### src/rtl/vend_ctrl_if.sv
// Host-side bus of the vending controller: coin/purchase/cancel requests in,
// credit, dispense and change events out.
interface vend_ctrl_if;
    logic        coin_valid;
    logic [1:0]  coin_sel;
    logic        item_req;
    logic        item_sel;
    logic        cancel;
    logic [2:0]  state;
    logic [15:0] money_out;
    logic        vend;
    logic        change_valid;
    logic [15:0] change_amt;
    logic        coin_rej;
    logic        busy;

    modport master (
        output coin_valid, coin_sel, item_req, item_sel, cancel,
        input  state, money_out, vend, change_valid, change_amt, coin_rej, busy
    );

    modport slave (
        input  coin_valid, coin_sel, item_req, item_sel, cancel,
        output state, money_out, vend, change_valid, change_amt, coin_rej, busy
    );
endinterface

### src/rtl/vend_ctrl.sv
// Vending controller: BCD credit accumulation, price check, dispense, change and idle refund.
// Define VEND_CANCEL_EN to let the cancel input refund the credit from COLLECT.
//
// state   | meaning
// IDLE    | no credit, waiting for the first coin
// COLLECT | accepting coins, waiting for a purchase request or idle timeout
// CHECK   | comparing credit against the latched price
// VEND    | dispense pulse, credit already reduced by the price
// CHANGE  | change/refund pulse, credit cleared on exit
module vend_ctrl #(
    parameter logic [15:0] PRICE_A = 16'h0125,
    parameter logic [15:0] PRICE_B = 16'h0200,
    parameter int unsigned TIMEOUT = 255
) (
    input  logic       clk,
    input  logic       reset,
    vend_ctrl_if.slave bus
);

    typedef enum logic [2:0] {
        S_IDLE    = 3'b000,
        S_COLLECT = 3'b001,
        S_CHECK   = 3'b010,
        S_VEND    = 3'b011,
        S_CHANGE  = 3'b100
    } state_t;

    localparam logic [15:0] TIMER_LOAD = 16'(TIMEOUT - 1);

    state_t      state_q;
    logic [15:0] credit_q;
    logic [15:0] price_q;
    logic [15:0] timer_q;
    logic [15:0] change_amt_q;
    logic        vend_q;
    logic        change_valid_q;
    logic        coin_rej_q;

    logic [15:0] coin_val_d;
    logic [15:0] add_sum_d;
    logic        add_ovf_d;
    logic        accept_d;
    logic        coin_rej_d;
    logic [15:0] credit_add_d;

    // Returns {decimal carry out, 4-digit BCD sum}.
    function automatic logic [16:0] bcd_add(input logic [15:0] a, input logic [15:0] b);
        logic [4:0]  d;
        logic        c;
        logic [15:0] s;
        c = 1'b0;
        s = '0;
        for (int i = 0; i < 4; i++) begin
            d = {1'b0, a[i*4 +: 4]} + {1'b0, b[i*4 +: 4]} + {4'd0, c};
            if (d > 5'd9) begin
                d = d + 5'd6;
                c = 1'b1;
            end else begin
                c = 1'b0;
            end
            s[i*4 +: 4] = d[3:0];
        end
        return {c, s};
    endfunction

    // Only called with a >= b, so the final borrow is always zero.
    function automatic logic [15:0] bcd_sub(input logic [15:0] a, input logic [15:0] b);
        logic [4:0]  d;
        logic        br;
        logic [15:0] s;
        br = 1'b0;
        s  = '0;
        for (int i = 0; i < 4; i++) begin
            d = {1'b0, a[i*4 +: 4]} - {1'b0, b[i*4 +: 4]} - {4'd0, br};
            if (d[4]) begin
                d  = d + 5'd10;
                br = 1'b1;
            end else begin
                br = 1'b0;
            end
            s[i*4 +: 4] = d[3:0];
        end
        return s;
    endfunction

    always_comb begin
        case (bus.coin_sel)
            2'b00:   coin_val_d = 16'h0005;
            2'b01:   coin_val_d = 16'h0010;
            2'b10:   coin_val_d = 16'h0025;
            default: coin_val_d = 16'h0100;
        endcase
        {add_ovf_d, add_sum_d} = bcd_add(credit_q, coin_val_d);
        accept_d     = (state_q == S_IDLE) || (state_q == S_COLLECT);
        coin_rej_d   = 1'b0;
        credit_add_d = credit_q;
        if (bus.coin_valid) begin
            if (!accept_d || add_ovf_d) begin
                coin_rej_d = 1'b1;
            end else begin
                credit_add_d = add_sum_d;
            end
        end
    end

    always_ff @(posedge clk) begin
        if (reset) begin
            state_q        <= S_IDLE;
            credit_q       <= '0;
            price_q        <= '0;
            timer_q        <= '0;
            change_amt_q   <= '0;
            vend_q         <= 1'b0;
            change_valid_q <= 1'b0;
            coin_rej_q     <= 1'b0;
        end else begin
            vend_q         <= 1'b0;
            change_valid_q <= 1'b0;
            coin_rej_q     <= coin_rej_d;
            case (state_q)
                S_IDLE: begin
                    if (bus.coin_valid && !coin_rej_d) begin
                        credit_q <= credit_add_d;
                        timer_q  <= TIMER_LOAD;
                        state_q  <= S_COLLECT;
                    end
                end
                S_COLLECT: begin
                    credit_q <= credit_add_d;
`ifdef VEND_CANCEL_EN
                    if (bus.cancel) begin
                        change_amt_q   <= credit_add_d;
                        change_valid_q <= 1'b1;
                        state_q        <= S_CHANGE;
                    end else
`endif
                    if (bus.item_req) begin
                        price_q <= bus.item_sel ? PRICE_B : PRICE_A;
                        timer_q <= TIMER_LOAD;
                        state_q <= S_CHECK;
                    end else if (bus.coin_valid) begin
                        timer_q <= TIMER_LOAD;
                    end else if (timer_q == '0) begin
                        change_amt_q   <= credit_add_d;
                        change_valid_q <= 1'b1;
                        state_q        <= S_CHANGE;
                    end else begin
                        timer_q <= timer_q - 16'd1;
                    end
                end
                S_CHECK: begin
                    // Packed BCD orders the same as binary, so a plain compare suffices.
                    if (credit_q >= price_q) begin
                        credit_q <= bcd_sub(credit_q, price_q);
                        vend_q   <= 1'b1;
                        state_q  <= S_VEND;
                    end else begin
                        timer_q <= TIMER_LOAD;
                        state_q <= S_COLLECT;
                    end
                end
                S_VEND: begin
                    if (credit_q != '0) begin
                        change_amt_q   <= credit_q;
                        change_valid_q <= 1'b1;
                        state_q        <= S_CHANGE;
                    end else begin
                        state_q <= S_IDLE;
                    end
                end
                S_CHANGE: begin
                    credit_q <= '0;
                    state_q  <= S_IDLE;
                end
                default: state_q <= S_IDLE;
            endcase
        end
    end

`ifndef VEND_CANCEL_EN
    logic unused_cancel;
    assign unused_cancel = bus.cancel;
`endif

    assign bus.state        = state_q;
    assign bus.money_out    = credit_q;
    assign bus.vend         = vend_q;
    assign bus.change_valid = change_valid_q;
    assign bus.change_amt   = change_amt_q;
    assign bus.coin_rej     = coin_rej_q;
    assign bus.busy         = (state_q == S_CHECK) || (state_q == S_VEND) || (state_q == S_CHANGE);

endmodule
### src/flat_wrapper.sv
// flat-port wrapper written by rule: the top's interface ports become plain ports
module vend_ctrl_flat 
#(
    parameter logic [15:0] PRICE_A = 16'h0125,
    parameter logic [15:0] PRICE_B = 16'h0200,
    parameter int unsigned TIMEOUT = 255
)
  (clk, reset, bus_coin_valid, bus_coin_sel, bus_item_req, bus_item_sel, bus_cancel, bus_state, bus_money_out, bus_vend, bus_change_valid, bus_change_amt, bus_coin_rej, bus_busy);
  vend_ctrl_if bus_i ();
  input  logic clk;
  input  logic reset;
  input wire logic [$bits(bus_i.coin_valid)-1:0] bus_coin_valid;
  input wire logic [$bits(bus_i.coin_sel)-1:0] bus_coin_sel;
  input wire logic [$bits(bus_i.item_req)-1:0] bus_item_req;
  input wire logic [$bits(bus_i.item_sel)-1:0] bus_item_sel;
  input wire logic [$bits(bus_i.cancel)-1:0] bus_cancel;
  output wire logic [$bits(bus_i.state)-1:0] bus_state;
  output wire logic [$bits(bus_i.money_out)-1:0] bus_money_out;
  output wire logic [$bits(bus_i.vend)-1:0] bus_vend;
  output wire logic [$bits(bus_i.change_valid)-1:0] bus_change_valid;
  output wire logic [$bits(bus_i.change_amt)-1:0] bus_change_amt;
  output wire logic [$bits(bus_i.coin_rej)-1:0] bus_coin_rej;
  output wire logic [$bits(bus_i.busy)-1:0] bus_busy;
  assign bus_i.coin_valid = bus_coin_valid;
  assign bus_i.coin_sel = bus_coin_sel;
  assign bus_i.item_req = bus_item_req;
  assign bus_i.item_sel = bus_item_sel;
  assign bus_i.cancel = bus_cancel;
  assign bus_state = bus_i.state;
  assign bus_money_out = bus_i.money_out;
  assign bus_vend = bus_i.vend;
  assign bus_change_valid = bus_i.change_valid;
  assign bus_change_amt = bus_i.change_amt;
  assign bus_coin_rej = bus_i.coin_rej;
  assign bus_busy = bus_i.busy;
  vend_ctrl #(.PRICE_A(PRICE_A), .PRICE_B(PRICE_B), .TIMEOUT(TIMEOUT)) u_core (.clk(clk), .reset(reset), .bus(bus_i));
endmodule
### config.mk
export PLATFORM = sky130hd
export DESIGN_NAME = vend_ctrl_flat
export DESIGN_NICKNAME = d
export VERILOG_FILES = /design/src/rtl/vend_ctrl_if.sv /design/src/rtl/vend_ctrl.sv /design/src/flat_wrapper.sv
export SDC_FILE = /design/constraint.sdc
export NUM_CORES = 1
export LEC_CHECK = 0
export CORE_UTILIZATION = 33
export DETAILED_ROUTE_END_ITERATION = 7
export DONT_BUFFER_PORTS = 1
export RECOVER_POWER = 50
export SYNTH_ARGS = -nofsm -noshare
export SYNTH_HDL_FRONTEND = slang
export SYNTH_SLANG_ARGS = --single-unit
### constraint.sdc
create_clock -name clk -period 6.7 [get_ports clk]
set_input_delay 0.335 -clock clk [delete_from_list [all_inputs] [get_ports clk]]
set_output_delay 0.335 -clock clk [all_outputs]
set_load 0.02 [all_outputs]
# Word-level counts from Yosys, hierarchy flattened
# Cells that the tools add are included.
word_totals:
  wordCells: 130
  out_inout_bits: 39
  regBits: 70
op_classes:
  order_cmp: 5
  n_mux: 57
  n_addsub: 23
  bitwise_logic: 1
  eq_ne: 16
  reduce_logical: 20
op_table:
  columns: ["operator", "n"]
  rows:
  - ["$mux W16", 13]
  - ["$pmux W16 S4", 1]
  - ["$pmux W16 S3", 1]
  - ["$mux W4", 8]
  - ["$pmux W16 S2", 1]
  - ["$pmux W9 S3", 1]
  - ["$mux W1", 23]
  - ["$gt A5 B4 Y1 const B", 4]
  - ["$sub A4 B4 Y5", 4]
  - ["$add A4 B3 Y4 const B", 4]
  - ["$add A4 B4 Y4 const B", 4]
  - ["$ge A16 B16 Y1", 1]
  - ["$logic_not A16 Y1", 1]
  - ["$reduce_bool A16 Y1", 1]
  - ["$sub A16 B1 Y16 const B", 1]
  - ["$add A5 B1 Y5", 3]
  - ["$mux W3", 5]
  - ["$sub A5 B1 Y5", 3]
  - ["$pmux W3 S4", 1]
  - ["$add A4 B4 Y5", 2]
  - ["$mux W10", 1]
  - ["$ne A2 B2 Y1 const B", 5]
  - ["$eq A3 B2 Y1 const B", 2]
  - ["$ne A3 B3 Y1 const B", 2]
  - ["other kinds (24)", 30]

# Longest topological paths before layout
logic_depth:
  word_depth: 21
  ltp_mapped: 37
  ltp_nobuf: 34

# Worst setup path before layout
# Ideal clock, no wire load.
synth_path:
  kind: "register to register"
  startpoint: "register u_core.credit_q[2], in the netlist u_core.bus.money_out[2]"
  endpoint: "register u_core.credit_q[3], in the netlist u_core.bus.money_out[3]"
  path_stages_with_launch: 33
  arrival_ns: 7.432
  setup_time_ns: 0.091
  setup_slack_ns: -0.822
  period_less_slack_ns: 7.522
  path_cell_list: "dfxtp_1 > ha_1 > xnor2_1 > ha_1 > a32oi_1 > a21boi_0 > fa_1 > inv_1 > fa_1 > clkbuf_1 > xnor2_1 > ha_1 > nand2b_1 > a22o_1 > a21oi_1 > a31oi_1 > fa_1 > inv_1 > ha_1 > o311ai_0 > o211ai_1 > a21bo_2 > ha_1 > ha_1 > xnor2_1 > ha_1 > nand2_1 > a32o_1 > o21a_1 > buf_2 > o31ai_1 > nand2_1 > a311oi_1"
synth_between:
  elab_chain_len: 19
synth_rtl:
  columns: ["element", "line_no", "rtl"]
  rows:
  - ["from (decl)", "vend_ctrl.sv:31", "logic [15:0] credit_q;"]
  - ["from (signal assigned)", "vend_ctrl.sv:123", "credit_q <= credit_add_d;"]
  - ["from (signal assigned)", "vend_ctrl.sv:129", "credit_q <= credit_add_d;"]
  - ["from (signal assigned)", "vend_ctrl.sv:154", "credit_q <= bcd_sub(credit_q, price_q);"]
  - ["$add A4 B4 Y5", "vend_ctrl.sv:54", "d = {1'b0, a[i*4 +: 4]} + {1'b0, b[i*4 +: 4]} + {4'd0, c};"]
  - ["$gt A5 B4 Y1", "vend_ctrl.sv:55", "if (d > 5'd9) begin"]
  - ["$mux W1", "vend_ctrl.sv:55", null]
  - ["$add A5 B1 Y5", "vend_ctrl.sv:54", null]
  - ["$gt A5 B4 Y1", "vend_ctrl.sv:55", null]
  - ["$mux W1", "vend_ctrl.sv:55", null]
  - ["$add A5 B1 Y5", "vend_ctrl.sv:54", null]
  - ["$gt A5 B4 Y1", "vend_ctrl.sv:55", null]
  - ["(+3 left out)", null, null]
  - ["$mux W1", "vend_ctrl.sv:55", null]
  - ["$logic_or A1 B1 Y1", "vend_ctrl.sv:98", "if (!accept_d || add_ovf_d) begin"]
  - ["$mux W1", "vend_ctrl.sv:98", null]
  - ["$mux W1", "vend_ctrl.sv:97", "if (bus.coin_valid) begin"]
  - ["$logic_not A1 Y1", "vend_ctrl.sv:122", "if (bus.coin_valid && !coin_rej_d) begin"]
  - ["$logic_and A1 B1 Y1", "vend_ctrl.sv:122", null]
  - ["$ne A2 B2 Y1 (no source line)", null, null]
  - ["$reduce_and A3 Y1 (no source line)", null, null]
# Several ways; a longest one is shown, not always the timed one. The select of a mux whose other input is x is not followed.
# A chain may end at the register's enable or synchronous reset.

# Final worst setup path
layout_path:
  startpoint: "register u_core.credit_q[0], in the netlist u_core.bus.money_out[0]"
  endpoint: "register u_core.credit_q[1], in the netlist u_core.bus.money_out[1]"
# The elaborated chain is that of the path after synthesis.

==> impl_metrics.toml <==
[final_layout]
stdcell_area_sq_um = 5600
drive_above_1_share_pct = 25.8
area_delta_synth_final_pct = 26.1
fin_util_pct = 42.5
finalNetCount = 634
diodes = 0

[route]
drt_first_pass_iters = 4
routedWlPerCell_um = 17.7
via_count = 4396
viasPerCell = 5.78
wirelength_mm = 13.5
ant_nets = 0
first_iter_violations = 289
drc_errors = 0

[critical_path]
crit_buf_inv = 4
start_kind = "register"
crit_required_ns = 6.89
crit_family = "adder cells"
end_kind = "register"
path_class = "reg -> reg"
cpMostUsedCell = "ha_4"
crit_slowest_cell = "fa_2"
critPathMaxStageDelay_ns = 0.54
arrival_ns = 6.77
crit_fanout = 7

[power]
cellPowerDensity_nw_per_um2 = 324
p_total_w = 0.00181
p_leak_nw = 2.08
peakVddDrop_uv = 131

[placed_design]
place_area_sq_um = 4990
portBuffers = 0
dp_slack_ns = -0.320
hpwlAfterDp_mm = 9.41
gp_congestion = 0.866

[logic_synthesis]
ys.flop_type = "dfxtp_1"
synth_edf_count = 0
synth_top_area_share_pct = 25.2
synth_top_area_cell = "dfxtp_1"
ys_warn_count = 0
syn_avg_cell_area_sq_um = 8.11
synth_cell_type_count = 71
ys_top_cells_by_area = "dfxtp_1 (25%), ha_1 (10%), nor2_1 (4.3%)"
yosysMostFrequentCell = "dfxtp_1"
synth_seq_cells = 56
yosysSeqAreaShare_pct = 25.2
syn-num-nets = 598
netlist_area_sq_um = 4450
synth.top_cells.by_count = "dfxtp_1 (56), nor2_1 (51), ha_1 (36), inv_1 (35), a21oi_1 (34)"
async_flop_share_pct = 0
synth_cells = 548

[cts]
cts_htree_levels = 2
tritoncts = "yes"
cts_buffers = 5
clkLatencyLatePin_ns = 0.31
cts-root-buf = "clkbuf_16"
clk_pin_slew_ns = 0.09
postCtsHoldBufs = 0
clock-sinks = 56
cts_buffer_depth = 2

[floorplanning]
die_h_um = 118
die_w_um = 118
die_area_sq_um = 13900
start_util_pct = 33.7
rows = 42
core_sq_um = 13200
boundaryPins = 47

[timing]
fin_setup_tns_ns = 0
min_period_ns = 6.58
clock_skew_ns = 0.0137
worst_pin_slew_ns = 1.02
hold_viol_final = 0
rsz0062_at_grt = "true"
period_share_pct = 98.1
maxSlewHeadroom_pct = 31.8
fin_ws_ns = 0.124
setup_viol = 0
finalMaxSlewViolations = 0
fmax_mhz = 152

[run]
cap_violations = 0

[global_route]
antenna_found_initial = 0
grt_pass1_wl_mm = 21.7
grt_usage_pct = 19.2
grt_max_degree = 53
grt.overflow.total = 0
grt_pass1_vias = 4303

[hold_path]
hold_class = "in -> reg"

[run_status]
status = "complete, no violations"
==> kinds of logic (layout without fill, tap and decap cells) <==
| family | after synthesis | in the layout | share of synthesized area, % |
|---|---|---|---|
| fa+ha+maj | 42 | 42 | 12.8 |
| xor+xnor | 20 | 20 | 3.94 |
| compound gates | 156 | 156 | 25.5 |
| simple gates | 185 | 185 | 21.5 |
| buf+inv | 72 | 109 | 7.12 |
| flops | 56 | 56 | 25.2 |
| mux | 17 | 17 | 3.88 |
==> report_power, final <==
group / switching (W) / internal [W] / total (W)
logic: 0.000529 / 0.000515 / 0.00104
registers: 0.000112 / 0.000374 / 0.000486
clock network: 0.000142 / 0.000143 / 0.000284
total: 0.000783 / 0.00103 / 0.00181
==> flip-flops by register name, indices dropped and copies added, names as in the netlist <==
| signal | count |
|---|---|
| u_core.price_q | 2 |
| u_core.timer_q | 16 |
| u_core.bus.change_valid | 1 |
| u_core.bus.change_amt | 16 |
| u_core.bus.money_out | 16 |
| u_core.bus.state | 3 |
| u_core.bus.vend | 1 |
| u_core.bus.coin_rej | 1 |
==> path summary, 6_finish.rpt <==
| path | depth (start not counted) | end | slack (ns) | startpoint |
|---|---|---|---|---|
| min reg2reg | 2 | u_core.timer_q[14]$_SDFFE_PP0P_ | 0.47 | u_core.timer_q[14]$_SDFFE_PP0P_ |
| max reg2reg | 31 | u_core.bus.money_out[1]$_SDFFE_PP0P_ | 0.12 | u_core.bus.money_out[0]$_SDFFE_PP0P_ |
| min | 1 | u_core.timer_q[10]$_SDFFE_PP0P_ | 0.08 | reset |
| max | 31 | u_core.bus.money_out[1]$_SDFFE_PP0P_ | 0.12 | u_core.bus.money_out[0]$_SDFFE_PP0P_ |
==> stage by stage <==
step / hold slack [ns] / instances
finish: 0.0761 / 761
detailed placement: 0.412 / 741
global placement: 0.409 / 741
global route: 0.0678 / 761
floorplan: 0.438 / 548
CTS: 0.0777 / 754
==> worst register-to-register path, delay by kind of cell, from the launching register on <==
kind | cells | cell delay, ns
fa+ha+maj | 10 | 2.63
compound gates | 13 | 2.49
buf+inv | 4 | 0.45
xor+xnor | 2 | 0.42
flops | 1 | 0.35
simple gates | 2 | 0.09
==> what timing repair did <==
item                                    4_1_cts  5_1_grt
gates resized for setup                      17       52
setup buffers                                 5        8
endpoints found under the setup margin       44       48
pin swaps                                    10       23
==> area by class of cell <==
type | instances | area [sq um]
tap | 176 | 220
sequential | 56 | 1120
timing repair buffer | 66 | 564
multi-input combinational | 420 | 3410
fill | 1280 | 7590
inverter | 35 | 131
clock buffer | 5 | 125
clock inverter | 3 | 27.5
==> layer usage <==
layer,track usage [%],part of all wire [%],vias up
met5,0,0,-
met4,6.17,1.8,0
met3,3.29,4.8,17
met2,33.2,50,118
met1,23.9,43,2157
li1,-,-,2104
==> cell usage in the layout (no fill, tap or decap), types with 6 or more instances in the layout <==
| cell type | n |
|---|---|
| buf_4 | 57 |
| dfxtp_1 | 54 |
| nor2_1 | 49 |
| a21oi_1 | 33 |
| inv_1 | 31 |
| nand2_1 | 28 |
| ha_1 | 24 |
| nor3_1 | 20 |
| nand2b_1 | 14 |
| nand3_1 | 13 |
| xnor2_1 | 12 |
| mux2i_1 | 12 |
| a31oi_1 | 10 |
| o21ai_0 | 10 |
| or3_1 | 9 |
| o211ai_1 | 8 |
| ha_4 | 8 |
| o21a_1 | 7 |
| nor2b_1 | 6 |
| nor4_1 | 6 |
| and3_1 | 6 |
| a311oi_2 | 6 |
| a211oi_2 | 6 |
Note: power is estimated with default switching activity, not from simulation.
